**src/rtl/seg_arith_display_if.sv**
```systemverilog
// -----------------------------------------------------------------------------
// seg_arith_display_if
// Bundles the switch operands and the multiplexed 7-segment bus of
// seg_arith_display.
//   a_in  [A_W]      operand A (unsigned)
//   b_in  [B_W]      operand B (unsigned)
//   sub              0 = A+B, 1 = A-B
//   seg   [7]        {g,f,e,d,c,b,a}, active-low
//   dp               decimal point, active-low
//   an    [NUM_DIG]  digit enables, active-low, an[NUM_DIG-1] leftmost
//   valid            one-cycle pulse when a new display is committed
// master: the switch side (drives operands); slave: the display engine.
// -----------------------------------------------------------------------------
interface seg_arith_display_if #(
    parameter int A_W     = 10,
    parameter int B_W     = 6,
    parameter int NUM_DIG = 8
);
    logic [A_W-1:0]     a_in;
    logic [B_W-1:0]     b_in;
    logic               sub;
    logic [6:0]         seg;
    logic               dp;
    logic [NUM_DIG-1:0] an;
    logic               valid;

    modport master (output a_in, b_in, sub, input seg, dp, an, valid);
    modport slave  (input a_in, b_in, sub, output seg, dp, an, valid);
endinterface

```
**src/rtl/seg_arith_display.sv**
```systemverilog
// -----------------------------------------------------------------------------
// seg_arith_display
// Registers two unsigned operands, adds or subtracts them, converts A, B and
// the result to BCD with a serial shift-add-3 engine and shows the three
// fields on a time-multiplexed, active-low 7-segment bank.
//   clk   system clock
//   rst   asynchronous, active-high reset
//   bus   seg_arith_display_if.slave (operands in, seg/dp/an/valid out)
// Field layout, left to right: A (A_DIG digits), B (B_DIG), result (R_DIG).
// -----------------------------------------------------------------------------
module seg_arith_display #(
    parameter int A_W      = 10,
    parameter int B_W      = 6,
    parameter int A_DIG    = 3,
    parameter int B_DIG    = 2,
    parameter int R_DIG    = 3,
    parameter int SCAN_DIV = 100000,
    parameter bit BLANK_LZ = 1'b1
) (
    input  logic               clk,
    input  logic               rst,
    seg_arith_display_if.slave bus
);
    localparam int NUM_DIG = A_DIG + B_DIG + R_DIG;
    localparam int RW      = ((A_W > B_W) ? A_W : B_W) + 1;
    // Decimal digits needed for 2^RW-1 (301/1000 ~ log10(2)).
    localparam int ND      = (RW * 301) / 1000 + 1;
    localparam int BCD_W   = 4 * ND;
    localparam int CW      = (SCAN_DIV > 1) ? $clog2(SCAN_DIV) : 1;
    localparam int IW      = (NUM_DIG > 1) ? $clog2(NUM_DIG) : 1;
    localparam int KW      = $clog2(RW + 1);
    localparam int A_UNITS = B_DIG + R_DIG;
    localparam int B_UNITS = R_DIG;

    // Display register codes beyond the decimal digits 0..9.
    localparam logic [3:0] C_MINUS = 4'd10;
    localparam logic [3:0] C_E     = 4'd11;
    localparam logic [3:0] C_BLANK = 4'd15;

    typedef enum logic [1:0] {
        ST_LOAD   = 2'd0,
        ST_SHIFT  = 2'd1,
        ST_COMMIT = 2'd2
    } state_t;

    state_t            state_r, state_nxt_s;
    logic              load_s, shift_s, commit_s;
    logic [KW-1:0]     bit_cnt_r;
    logic [RW-1:0]     a_ext_s, b_ext_s, res_s;
    logic              neg_s, neg_r;
    logic [RW-1:0]     a_sh_r, b_sh_r, r_sh_r;
    logic [BCD_W-1:0]  a_bcd_r, b_bcd_r, r_bcd_r;
    logic              a_ovf_s, b_ovf_s, r_ovf_s;
    logic [3:0]        disp_nxt_s [NUM_DIG];
    logic [3:0]        disp_r     [NUM_DIG];
    logic [CW-1:0]     cnt_r;
    logic [IW-1:0]     idx_r;
    logic [6:0]        seg_r;
    logic              dp_r;
    logic [NUM_DIG-1:0] an_r;
    logic              valid_r;

    // One double-dabble step: add 3 to every digit above 4, then shift in a bit.
    function automatic logic [BCD_W-1:0] dabble_step(input logic [BCD_W-1:0] bcd,
                                                     input logic bit_in);
        logic [BCD_W-1:0] adj;
        adj = bcd;
        for (int i = 0; i < ND; i++) begin
            adj[4*i +: 4] = (bcd[4*i +: 4] > 4'd4) ? bcd[4*i +: 4] + 4'd3 : bcd[4*i +: 4];
        end
        return {adj[BCD_W-2:0], bit_in};
    endfunction

    // A value overflows its field when any BCD digit at or above 'dig' is non-zero.
    function automatic logic fld_over(input logic [BCD_W-1:0] bcd, input int dig);
        logic o;
        o = 1'b0;
        for (int i = 0; i < ND; i++) begin
            o = o | ((i >= dig) && (bcd[4*i +: 4] != 4'd0));
        end
        return o;
    endfunction

    // Display code of digit j (0 = units) of a field, with overflow and blanking.
    function automatic logic [3:0] field_code(input logic [BCD_W-1:0] bcd, input int j,
                                              input logic ovf);
        logic       nz_above;
        logic [3:0] d;
        logic [3:0] code;
        nz_above = 1'b0;
        d        = 4'd0;
        for (int k = 0; k < ND; k++) begin
            nz_above = nz_above | ((k > j) && (bcd[4*k +: 4] != 4'd0));
            d        = (k == j) ? bcd[4*k +: 4] : d;
        end
        if (ovf) begin
            code = C_E;
        end else if (BLANK_LZ && (j != 0) && (d == 4'd0) && !nz_above) begin
            code = C_BLANK;
        end else begin
            code = d;
        end
        return code;
    endfunction

    // Segment pattern {g,f,e,d,c,b,a}, active-low.
    function automatic logic [6:0] seg_of(input logic [3:0] code);
        logic [6:0] s;
        case (code)
            4'd0:    s = 7'b1000000;
            4'd1:    s = 7'b1111001;
            4'd2:    s = 7'b0100100;
            4'd3:    s = 7'b0110000;
            4'd4:    s = 7'b0011001;
            4'd5:    s = 7'b0010010;
            4'd6:    s = 7'b0000010;
            4'd7:    s = 7'b1111000;
            4'd8:    s = 7'b0000000;
            4'd9:    s = 7'b0010000;
            C_MINUS: s = 7'b0111111;
            C_E:     s = 7'b0000110;
            default: s = 7'b1111111;
        endcase
        return s;
    endfunction

    // Conversion FSM state register
    always_ff @(posedge clk or posedge rst) begin
        if (rst) begin
            state_r <= ST_LOAD;
        end else begin
            state_r <= state_nxt_s;
        end
    end

    // Conversion FSM next-state logic: LOAD -> SHIFT (RW cycles) -> COMMIT
    always_comb begin
        state_nxt_s = state_r;
        case (state_r)
            ST_LOAD:   state_nxt_s = ST_SHIFT;
            ST_SHIFT: begin
                if (bit_cnt_r == KW'(RW - 1)) begin
                    state_nxt_s = ST_COMMIT;
                end else begin
                    state_nxt_s = ST_SHIFT;
                end
            end
            ST_COMMIT: state_nxt_s = ST_LOAD;
            default:   state_nxt_s = ST_LOAD;
        endcase
    end

    // Conversion FSM output decode into datapath strobes
    always_comb begin
        load_s   = 1'b0;
        shift_s  = 1'b0;
        commit_s = 1'b0;
        case (state_r)
            ST_LOAD:   load_s   = 1'b1;
            ST_SHIFT:  shift_s  = 1'b1;
            ST_COMMIT: commit_s = 1'b1;
            default:   load_s   = 1'b0;
        endcase
    end

    // Zero-extended operands and result magnitude/sign for the LOAD cycle
    always_comb begin
        a_ext_s = RW'(bus.a_in);
        b_ext_s = RW'(bus.b_in);
        if (bus.sub && (a_ext_s < b_ext_s)) begin
            neg_s = 1'b1;
            res_s = b_ext_s - a_ext_s;
        end else if (bus.sub) begin
            neg_s = 1'b0;
            res_s = a_ext_s - b_ext_s;
        end else begin
            neg_s = 1'b0;
            res_s = a_ext_s + b_ext_s;
        end
    end

    // Operand capture and three parallel MSB-first double-dabble engines
    always_ff @(posedge clk or posedge rst) begin
        if (rst) begin
            bit_cnt_r <= {KW{1'b0}};
            neg_r     <= 1'b0;
            a_sh_r    <= {RW{1'b0}};
            b_sh_r    <= {RW{1'b0}};
            r_sh_r    <= {RW{1'b0}};
            a_bcd_r   <= {BCD_W{1'b0}};
            b_bcd_r   <= {BCD_W{1'b0}};
            r_bcd_r   <= {BCD_W{1'b0}};
        end else if (load_s) begin
            bit_cnt_r <= {KW{1'b0}};
            neg_r     <= neg_s;
            a_sh_r    <= a_ext_s;
            b_sh_r    <= b_ext_s;
            r_sh_r    <= res_s;
            a_bcd_r   <= {BCD_W{1'b0}};
            b_bcd_r   <= {BCD_W{1'b0}};
            r_bcd_r   <= {BCD_W{1'b0}};
        end else if (shift_s) begin
            bit_cnt_r <= bit_cnt_r + KW'(1);
            a_sh_r    <= {a_sh_r[RW-2:0], 1'b0};
            b_sh_r    <= {b_sh_r[RW-2:0], 1'b0};
            r_sh_r    <= {r_sh_r[RW-2:0], 1'b0};
            a_bcd_r   <= dabble_step(a_bcd_r, a_sh_r[RW-1]);
            b_bcd_r   <= dabble_step(b_bcd_r, b_sh_r[RW-1]);
            r_bcd_r   <= dabble_step(r_bcd_r, r_sh_r[RW-1]);
        end else begin
            bit_cnt_r <= bit_cnt_r;
        end
    end

    // Per-digit display codes built from the finished BCD values
    always_comb begin
        a_ovf_s = fld_over(a_bcd_r, A_DIG);
        b_ovf_s = fld_over(b_bcd_r, B_DIG);
        // A negative result gives up its leftmost digit to the sign.
        r_ovf_s = fld_over(r_bcd_r, neg_r ? (R_DIG - 1) : R_DIG);
        for (int i = 0; i < NUM_DIG; i++) begin
            disp_nxt_s[i] = C_BLANK;
        end
        for (int j = 0; j < A_DIG; j++) begin
            disp_nxt_s[A_UNITS + j] = field_code(a_bcd_r, j, a_ovf_s);
        end
        for (int j = 0; j < B_DIG; j++) begin
            disp_nxt_s[B_UNITS + j] = field_code(b_bcd_r, j, b_ovf_s);
        end
        for (int j = 0; j < R_DIG; j++) begin
            if (neg_r && !r_ovf_s && (j == R_DIG - 1)) begin
                disp_nxt_s[j] = C_MINUS;
            end else begin
                disp_nxt_s[j] = field_code(r_bcd_r, j, r_ovf_s);
            end
        end
    end

    // Display registers and valid pulse, updated only at COMMIT
    always_ff @(posedge clk or posedge rst) begin
        if (rst) begin
            for (int i = 0; i < NUM_DIG; i++) begin
                disp_r[i] <= C_BLANK;
            end
            valid_r <= 1'b0;
        end else if (commit_s) begin
            for (int i = 0; i < NUM_DIG; i++) begin
                disp_r[i] <= disp_nxt_s[i];
            end
            valid_r <= 1'b1;
        end else begin
            valid_r <= 1'b0;
        end
    end

    // Scan dwell counter and digit index, leftmost digit first
    always_ff @(posedge clk or posedge rst) begin
        if (rst) begin
            cnt_r <= {CW{1'b0}};
            idx_r <= IW'(NUM_DIG - 1);
        end else if (cnt_r == CW'(SCAN_DIV - 1)) begin
            cnt_r <= {CW{1'b0}};
            if (idx_r == {IW{1'b0}}) begin
                idx_r <= IW'(NUM_DIG - 1);
            end else begin
                idx_r <= idx_r - IW'(1);
            end
        end else begin
            cnt_r <= cnt_r + CW'(1);
        end
    end

    // Registered segment, decimal-point and digit-enable outputs
    always_ff @(posedge clk or posedge rst) begin
        if (rst) begin
            seg_r <= 7'h7F;
            dp_r  <= 1'b1;
            an_r  <= {NUM_DIG{1'b1}};
        end else begin
            seg_r <= seg_of(disp_r[idx_r]);
            dp_r  <= ~((idx_r == IW'(A_UNITS)) || (idx_r == IW'(B_UNITS)));
            an_r  <= ~(NUM_DIG'(1'b1) << idx_r);
        end
    end

    assign bus.seg   = seg_r;
    assign bus.dp    = dp_r;
    assign bus.an    = an_r;
    assign bus.valid = valid_r;

endmodule

```
**src/flat_wrapper.sv**
```systemverilog
// flat-port wrapper written by rule: the top's interface ports become plain ports
module seg_arith_display_flat 
#(
    parameter int A_W      = 10,
    parameter int B_W      = 6,
    parameter int A_DIG    = 3,
    parameter int B_DIG    = 2,
    parameter int R_DIG    = 3,
    parameter int SCAN_DIV = 100000,
    parameter bit BLANK_LZ = 1'b1
)
  (clk, rst, bus_a_in, bus_b_in, bus_sub, bus_seg, bus_dp, bus_an, bus_valid);
  seg_arith_display_if #(.A_W(A_W), .B_W(B_W), .NUM_DIG(8)) bus_i ();
  input  logic clk;
  input  logic rst;
  input wire logic [$bits(bus_i.a_in)-1:0] bus_a_in;
  input wire logic [$bits(bus_i.b_in)-1:0] bus_b_in;
  input wire logic [$bits(bus_i.sub)-1:0] bus_sub;
  output wire logic [$bits(bus_i.seg)-1:0] bus_seg;
  output wire logic [$bits(bus_i.dp)-1:0] bus_dp;
  output wire logic [$bits(bus_i.an)-1:0] bus_an;
  output wire logic [$bits(bus_i.valid)-1:0] bus_valid;
  assign bus_i.a_in = bus_a_in;
  assign bus_i.b_in = bus_b_in;
  assign bus_i.sub = bus_sub;
  assign bus_seg = bus_i.seg;
  assign bus_dp = bus_i.dp;
  assign bus_an = bus_i.an;
  assign bus_valid = bus_i.valid;
  seg_arith_display #(.A_W(A_W), .B_W(B_W), .A_DIG(A_DIG), .B_DIG(B_DIG), .R_DIG(R_DIG), .SCAN_DIV(SCAN_DIV), .BLANK_LZ(BLANK_LZ)) u_core (.clk(clk), .rst(rst), .bus(bus_i));
endmodule
```
**config.mk**
```make
export PLATFORM = sky130hd
export DESIGN_NAME = seg_arith_display_flat
export DESIGN_NICKNAME = d
export VERILOG_FILES = /design/src/rtl/seg_arith_display_if.sv /design/src/rtl/seg_arith_display.sv /design/src/flat_wrapper.sv
export SDC_FILE = /design/constraint.sdc
export NUM_CORES = 1
export LEC_CHECK = 0
export CAP_MARGIN = 40
export CORE_MARGIN = 1.5
export CORE_UTILIZATION = 55
export DETAILED_ROUTE_END_ITERATION = 12
export PLACE_DENSITY = 0.81
export SLEW_MARGIN = 10
export SYNTH_ARGS = -nofsm -noshare
export SYNTH_HDL_FRONTEND = slang
export SYNTH_SLANG_ARGS = --single-unit
```
**constraint.sdc**
```tcl
create_clock -name clk -period 5.95 [get_ports clk]
set_input_delay 1.4875 -clock clk [delete_from_list [all_inputs] [get_ports clk]]
set_output_delay 1.4875 -clock clk [all_outputs]
set_load 0.02 [all_outputs]
```
==> impl_metrics.ini, run 1 <==
[status]
status = finished, final reports clean

[pwr]
ir_worst_vdd_uv = 256
p_leak_nw = 4.26
power_density_mw_per_mm2 = 344

[global_routing]
top_usage_layer = met2
grt_max_degree = 93
grtUsageMet3_pct = 4.38
grt_pass1_vias = 6250
antenna_found_initial = 0
overflow = 0
gr-usage-met1_pct = 29.9
grt_pass1_wl_um = 29700
use_met2_pct = 38.5
groute.usage.overall_pct = 23.1

[floorplan]
dieWidth_um = 126
core_area_mm2 = 0.0147
start_util_pct = 56.8
fp.dieArea_mm2 = 0.0159
rows = 44
die_h_um = 126
ioPinCount = 36

[timing]
timing.setup.tns_ns = 0
drv_slew = 0
rsz0062_at_grt = no
setup_violations = 0
finalHoldViolations = 0
max_slew_margin_pct = 45.0
fmax_ghz = 0.251
worst_pin_slew_ns = 0.803
worst_slack_ns = 1.97
skew_ns = 0.0113
min_period_ns = 3.98
fin_crit_sh_pct = 67.0

[place]
pre_cts_ws_ns = 1.54
place_congestion = 0.863
port_buffers = 35
hpwlAfterDp_um = 11100

[synthesis]
yosys_warnings = 0
synthMuxAreaShare_pct = 5.05
synth_seq_area_share_pct = 47.8
synth_compound_area_share_pct = 17.3
yosys.area_share.adder_pct = 7.32
ys.flop_type = dfrtp_1
synthTopCellsByArea = dfrtp_1 32%, dfstp_2 16%, ha_1 6.6%, o21ai_0 5.5%, nand2_1 4.3%
synth.distinct_cells = 62
synth_most_common_cell = dfrtp_1
synth_top_cell_by_area = dfrtp_1
ys_seq_elements = 157
synth.avg_cell_area_um2 = 9.81
synth_edf_count = 0
synth_top_family_by_area = compound AO/OA/AOI/OAI gates
syn_area_mm2 = 0.00834
async_flop_share_pct = 100
synth_top_cell_area_share_pct = 31.8
synthSimpleGateAreaFrac_pct = 13.5
synthXorXnorAreaFrac_pct = 3.46
synth_cells = 851
ys_top_cells_by_count = 106 x dfrtp_1, 95 x nand2_1, 91 x o21ai_0
syn_nets = 917

[final_layout]
nFillCells = 1125
multiInputGateArea_mm2 = 0.00389
n_antenna_cell = 0
fin_nets = 938
area_delta_synth_final_pct = 12.7
drive_gt1_share_pct = 12.8
seq_area_mm2 = 0.00399

[clock_network]
cts_resized = 0
hold_buffers = 0
insertion_delay_ns = 0.43
clkTransAtPathRegs_ns = 0.06
postCtsSetupBuffers = 0
htreeDepth = 4
clk_path_buf_depth = 2
tritoncts = built
cts-buffers-inserted = 17
clock-sinks = 157
ctsRootBufferMaster = clkbuf_16

[route]
vias = 6275
wl_per_cell_um = 15.8
first_pass_iters = 5
ant_nets = 0
drc = 0
drtIter0Drc = 392
routed_via_density = 5.87
wirelength_um = 16900

[worst_setup_path]
required_ns = 6.28
startpoint_type = input port
cp.arrival_ns = 4.31
crit_type = input port to flop
crit_path_end_kind = flop
crit_fanout = 9

[hold_path]
hp-class = flop to flop

[job]
maxCapViolCount = 0
[cell families after synthesis]
group                      after synthesis
and+or+nand+nor                        237
xor gates and xnor gates                33
adders and majority gates               47
muxes                                   32
AOI/OAI and AO/OA                      237
DFF                                    157
buffers and inverters                  108
[flip-flops by register name, indices dropped and copies added, names as in the netlist]
signal            cells
u_core.disp_r        32
u_core.bus.seg        7
u_core.b_bcd_r       16
u_core.a_sh_r        11
u_core.bus.dp         1
u_core.bus.an         8
u_core.idx_r          3
u_core.a_bcd_r       16
u_core.state_r        2
u_core.r_sh_r        11
u_core.cnt_r         17
u_core.bit_cnt_r      4
u_core.neg_r          1
u_core.r_bcd_r       16
u_core.b_sh_r        11
u_core.bus.valid      1
[metrics by stage]
stage	hold slack [ns]	instance area, µm²	instances	power [mW]	utilization (%)
final	0.464	9410	1069	3.23	64.0
after global routing	0.467	9410	1069	3.41	64.0
after CTS	0.463	9410	1069	3.25	64.0
after detailed placement	0.451	8810	1037	2.15	60.0
after global placement	0.444	8770	1035	2.11	59.7
after floorplan	0.433	8340	851	1.95	-
[path summary, 6_finish.rpt]
check	slack, ns	from	cells after the start	end
worst max-delay path	1.97	bus_b_in[1]	10	u_core.r_sh_r[1]$_DFFE_PP0P_
worst min-delay path	0.46	u_core.disp_r[0]$_DFFE_PP1P_	2	u_core.disp_r[0]$_DFFE_PP1P_
worst max register to register	3.41	u_core.idx_r[0]$_DFFE_PP1N_	6	u_core.bus.seg[5]$_DFF_PP1_
worst min register to register	0.46	u_core.disp_r[0]$_DFFE_PP1P_	2	u_core.disp_r[0]$_DFFE_PP1P_
max in group asynchronous	3.61	rst	4	u_core.r_bcd_r[8]$_DFFE_PP0P_
min in group asynchronous	1.33	rst	2	u_core.cnt_r[2]$_DFF_PP0_
[routing by layer]
layer | vias up | routed length, µm
met5 | - | 0
met1 | 3096 | 7590
met2 | 138 | 8430
met4 | 0 | 299
met3 | 24 | 607
li1 | 3017 | -
[layout by cell type, fill, tap and decap left out, drive strengths merged, types with 4 or more instances in the layout]
cell | synthesis | layout
inv | 66 | 69
nor2b | 10 | 10
mux2i | 23 | 23
a22oi | 8 | 8
nand3 | 27 | 27
a21oi | 48 | 48
o211ai | 4 | 4
and3 | 5 | 5
clkdlybuf4s50 | 0 | 35
mux4 | 8 | 8
nor3b | 9 | 9
xnor2 | 25 | 25
nor3 | 14 | 14
o22a | 14 | 14
nand2 | 95 | 95
dfstp | 51 | 51
buf | 7 | 9
nor2 | 45 | 45
o21ai | 94 | 94
o31ai | 6 | 6
a31oi | 7 | 7
clkinv | 0 | 4
nand2b | 7 | 7
a22o | 8 | 8
ha | 44 | 44
o22ai | 26 | 26
dfrtp | 106 | 106
clkbuf | 34 | 20
or3 | 6 | 6
xor2 | 8 | 8
[final cells by class]
class / count / area share [%]
Sequential cell: 157 / 42.5
Multi-Input combinational cell: 586 / 41.4
Clock buffer: 20 / 4.86
Timing Repair Buffer: 44 / 4.74
Inverter: 66 / 2.69
Tap cell: 184 / 2.45
Clock inverter: 12 / 1.45
[worst max-delay path, cell delays in order]
cell	delay [ns]
clkdlybuf4s50_1	0.65
inv_1	0.14
ha_1	0.35
and2b_2	0.21
o31a_2	0.33
a221oi_2	0.56
nor2_1	0.11
a211oi_1	0.23
a21oi_1	0.05
o21ai_0	0.19
[report_power, final]
part | leakage (nW) | switching (mW) | total, mW | internal (mW)
combinational | 2.04 | 0.381 | 0.702 | 0.321
sequential | 1.94 | 0.132 | 1.45 | 1.32
clock | 0.283 | 0.441 | 1.08 | 0.643
Power figures use the tool's default switching activity.
==> run 2, diff against run 1 <==
--- a/config.mk
+++ b/config.mk
@@ -7,9 +7,9 @@
 export LEC_CHECK = 0
 export CAP_MARGIN = 40
 export CORE_MARGIN = 1.5
-export CORE_UTILIZATION = 55
+export CORE_UTILIZATION = 61
 export DETAILED_ROUTE_END_ITERATION = 12
-export PLACE_DENSITY = 0.81
+export PLACE_DENSITY = 0.85
 export SLEW_MARGIN = 10
 export SYNTH_ARGS = -nofsm -noshare
 export SYNTH_HDL_FRONTEND = slang
==> constraint.sdc (replaced) <==
create_clock -name clk -period 4.17 [get_ports clk]
set_input_delay 1.0425 -clock clk [delete_from_list [all_inputs] [get_ports clk]]
set_output_delay 1.0425 -clock clk [all_outputs]
set_load 0.02 [all_outputs]
==> run 2 against run 1 <==
- critical path depth stayed put
- critical path type unchanged
- critical endpoint is now u_core.r_sh_r[8]$_DFFE_PP0P_
- worst hold slack worse by 0.010 ns
- via count is 0.21% higher
==> impl_metrics.ini, run 2 (synthesis gave the netlist of run 1 again) <==
[pwr]
power_density_mw_per_mm2 = 490
totalPowerFinal_mw = 4.61
comb_power_share_pct = 21.7
p_leak_nw = 4.28
power_frac_clock_pct = 33.6
seqPwrFrac_pct = 44.6
p_int_mw = 3.27
power_switching_mw = 1.34
ir_worst_vdd_uv = 360
sw_frac_of_total_pct = 29.1

[final_layout]
largest_reg_flops = 32
fin_nets = 940
n_antenna_cell = 0
area_delta_synth_final_pct = 12.8
reg_top3 = u_core.disp_r (32), u_core.cnt_r (17)
nFillCells = 951
final_cell_mix = 105 x dfrtp_1, 95 x nand2_1, 91 x o21ai_0, 65 x inv_1, 51 x dfstp_2
drive_gt1_share_pct = 12.6
layout_commonest_cell = dfrtp_1
largest-register = u_core.disp_r

[floorplan]
die_h_um = 120
core_area_mm2 = 0.0133
ioPinCount = 36
fp.dieArea_mm2 = 0.0144
dieWidth_um = 120
rows = 42
start_util_pct = 62.8

[clock_network]
cts-buffers-inserted = 17
hold_buffers = 0
postCtsSetupBuffers = 0
clock-sinks = 157
ctsRootBufferMaster = clkbuf_16
clkTransAtPathRegs_ns = 0.06
htreeDepth = 4
cts_resized = 0
insertion_delay_ns = 0.44
clk_path_buf_depth = 2
tritoncts = built

[worst_setup_path]
crit_fanout = 8
crit_type = input port to flop
crit_end = u_core.r_sh_r[8]$_DFFE_PP0P_
required_ns = 4.48
timing.rr.end = u_core.bus.seg[3]$_DFF_PP1_
reg2reg_from = u_core.idx_r[0]$_DFFE_PP1N_
timing.reg2reg.worst_path_depth = 5
cp-startpoint = bus_b_in[1]
startpoint_type = input port
reg2reg_setup_slack_ns = 1.65
crit_path_end_kind = flop
cp.arrival_ns = 3.74

[timing]
max_slew_margin_pct = 41.9
skew_ns = 0.00772
fin_crit_sh_pct = 82.3
timing.setup.tns_ns = 0
drv_slew = 0
fmax_ghz = 0.291
min_period_ns = 3.43
finalHoldViolations = 0
worst_pin_slew_ns = 0.847
rsz0062_at_grt = no
setup_violations = 0

[place]
hpwlAfterDp_um = 11300
port_buffers = 35
place_congestion = 0.879

[global_routing]
antenna_found_initial = 0
overflow = 0
grt_pass1_vias = 6113
groute.usage.overall_pct = 25.6
grt_pass1_wl_um = 29100
grt_max_degree = 85

[hold_path]
hp-class = flop to flop
hold_path_startpoint = u_core.disp_r[11]$_DFFE_PP1P_

[route]
wl_per_cell_um = 16.1
drtIter0Drc = 484
first_pass_iters = 5
vias = 6288
wirelength_um = 17100
ant_nets = 0
drc = 0
routed_via_density = 5.92

[status]
status = finished, final reports clean

[job]
maxCapViolCount = 0
-- run 2: changes by cell type in the layout (fill, tap and decap cells not counted), sizes merged --
cell      before  now
clkbuf        20   26
buf            9   11
bufinv         2    0
clkinv         4    2
clkinvlp       3    2
inv           69   68
-- run 2: how the worst min path moves through the flow --
stage / endpoint / slack, ns / depth (start not counted)
after global routing: u_core.disp_r[1]$_DFFE_PP1P_ / 0.47 / 2
after global placement: u_core.disp_r[23]$_DFFE_PP1P_ / 0.44 / 2
final: u_core.disp_r[11]$_DFFE_PP1P_ / 0.45 / 2
after floorplan: u_core.disp_r[21]$_DFFE_PP1P_ / 0.43 / 2
after CTS: u_core.disp_r[11]$_DFFE_PP1P_ / 0.45 / 2
after detailed placement: u_core.disp_r[11]$_DFFE_PP1P_ / 0.45 / 2
-- run 2: per-layer routing --
metal	vias up	GRT usage (%)	routed length [µm]
met5	-	0	0
met4	0	9.82	374
met3	39	5.47	806
met2	175	42.1	8390
met1	3040	33.3	7570
li1	3034	-	-
-- run 2: per-stage QoR --
step           utilization (%)  instance area [µm²]  setup WS, ns  hold WS [ns]  std cells
2_1_floorplan                -                 8350          1.09         0.433        851
3_3_place_gp              66.3                 8810         0.448         0.442       1031
3_5_place_dp              66.3                 8810         0.355         0.446       1031
4_1_cts                   70.8                 9420         0.728         0.455       1063
5_1_grt                   70.8                 9420         0.510         0.471       1063
6_report                  70.8                 9420         0.736         0.454       1063
-- run 2: final cells by class --
class                           instances  area (µm²)  area share, %
Clock inverter                          6        40.0          0.425
Clock buffer                           26         564           5.99
Inverter                               66         251           2.67
Multi-Input combinational cell        586        3890           41.3
Tap cell                              176         220           2.34
Timing Repair Buffer                   46         458           4.86
Sequential cell                       157        3990           42.4
-- run 2: power groups by stage --
stage,logic (mW),registers (mW),clock network [mW]
after floorplan,0.722,2.06,0
after detailed placement,0.992,2.08,0
after CTS,1.00,2.05,1.56
after global placement,0.949,2.07,0
after global routing,1.13,2.09,1.63
final,1.00,2.06,1.55
-- run 2: critical path: stages --
cell	delay [ns]
clkdlybuf4s50_1	0.64
inv_1	0.14
ha_1	0.34
and2b_2	0.21
o31a_2	0.32
a221o_2	0.42
a21oi_1	0.26
a31oi_1	0.11
xnor2_1	0.18
o21ai_0	0.09
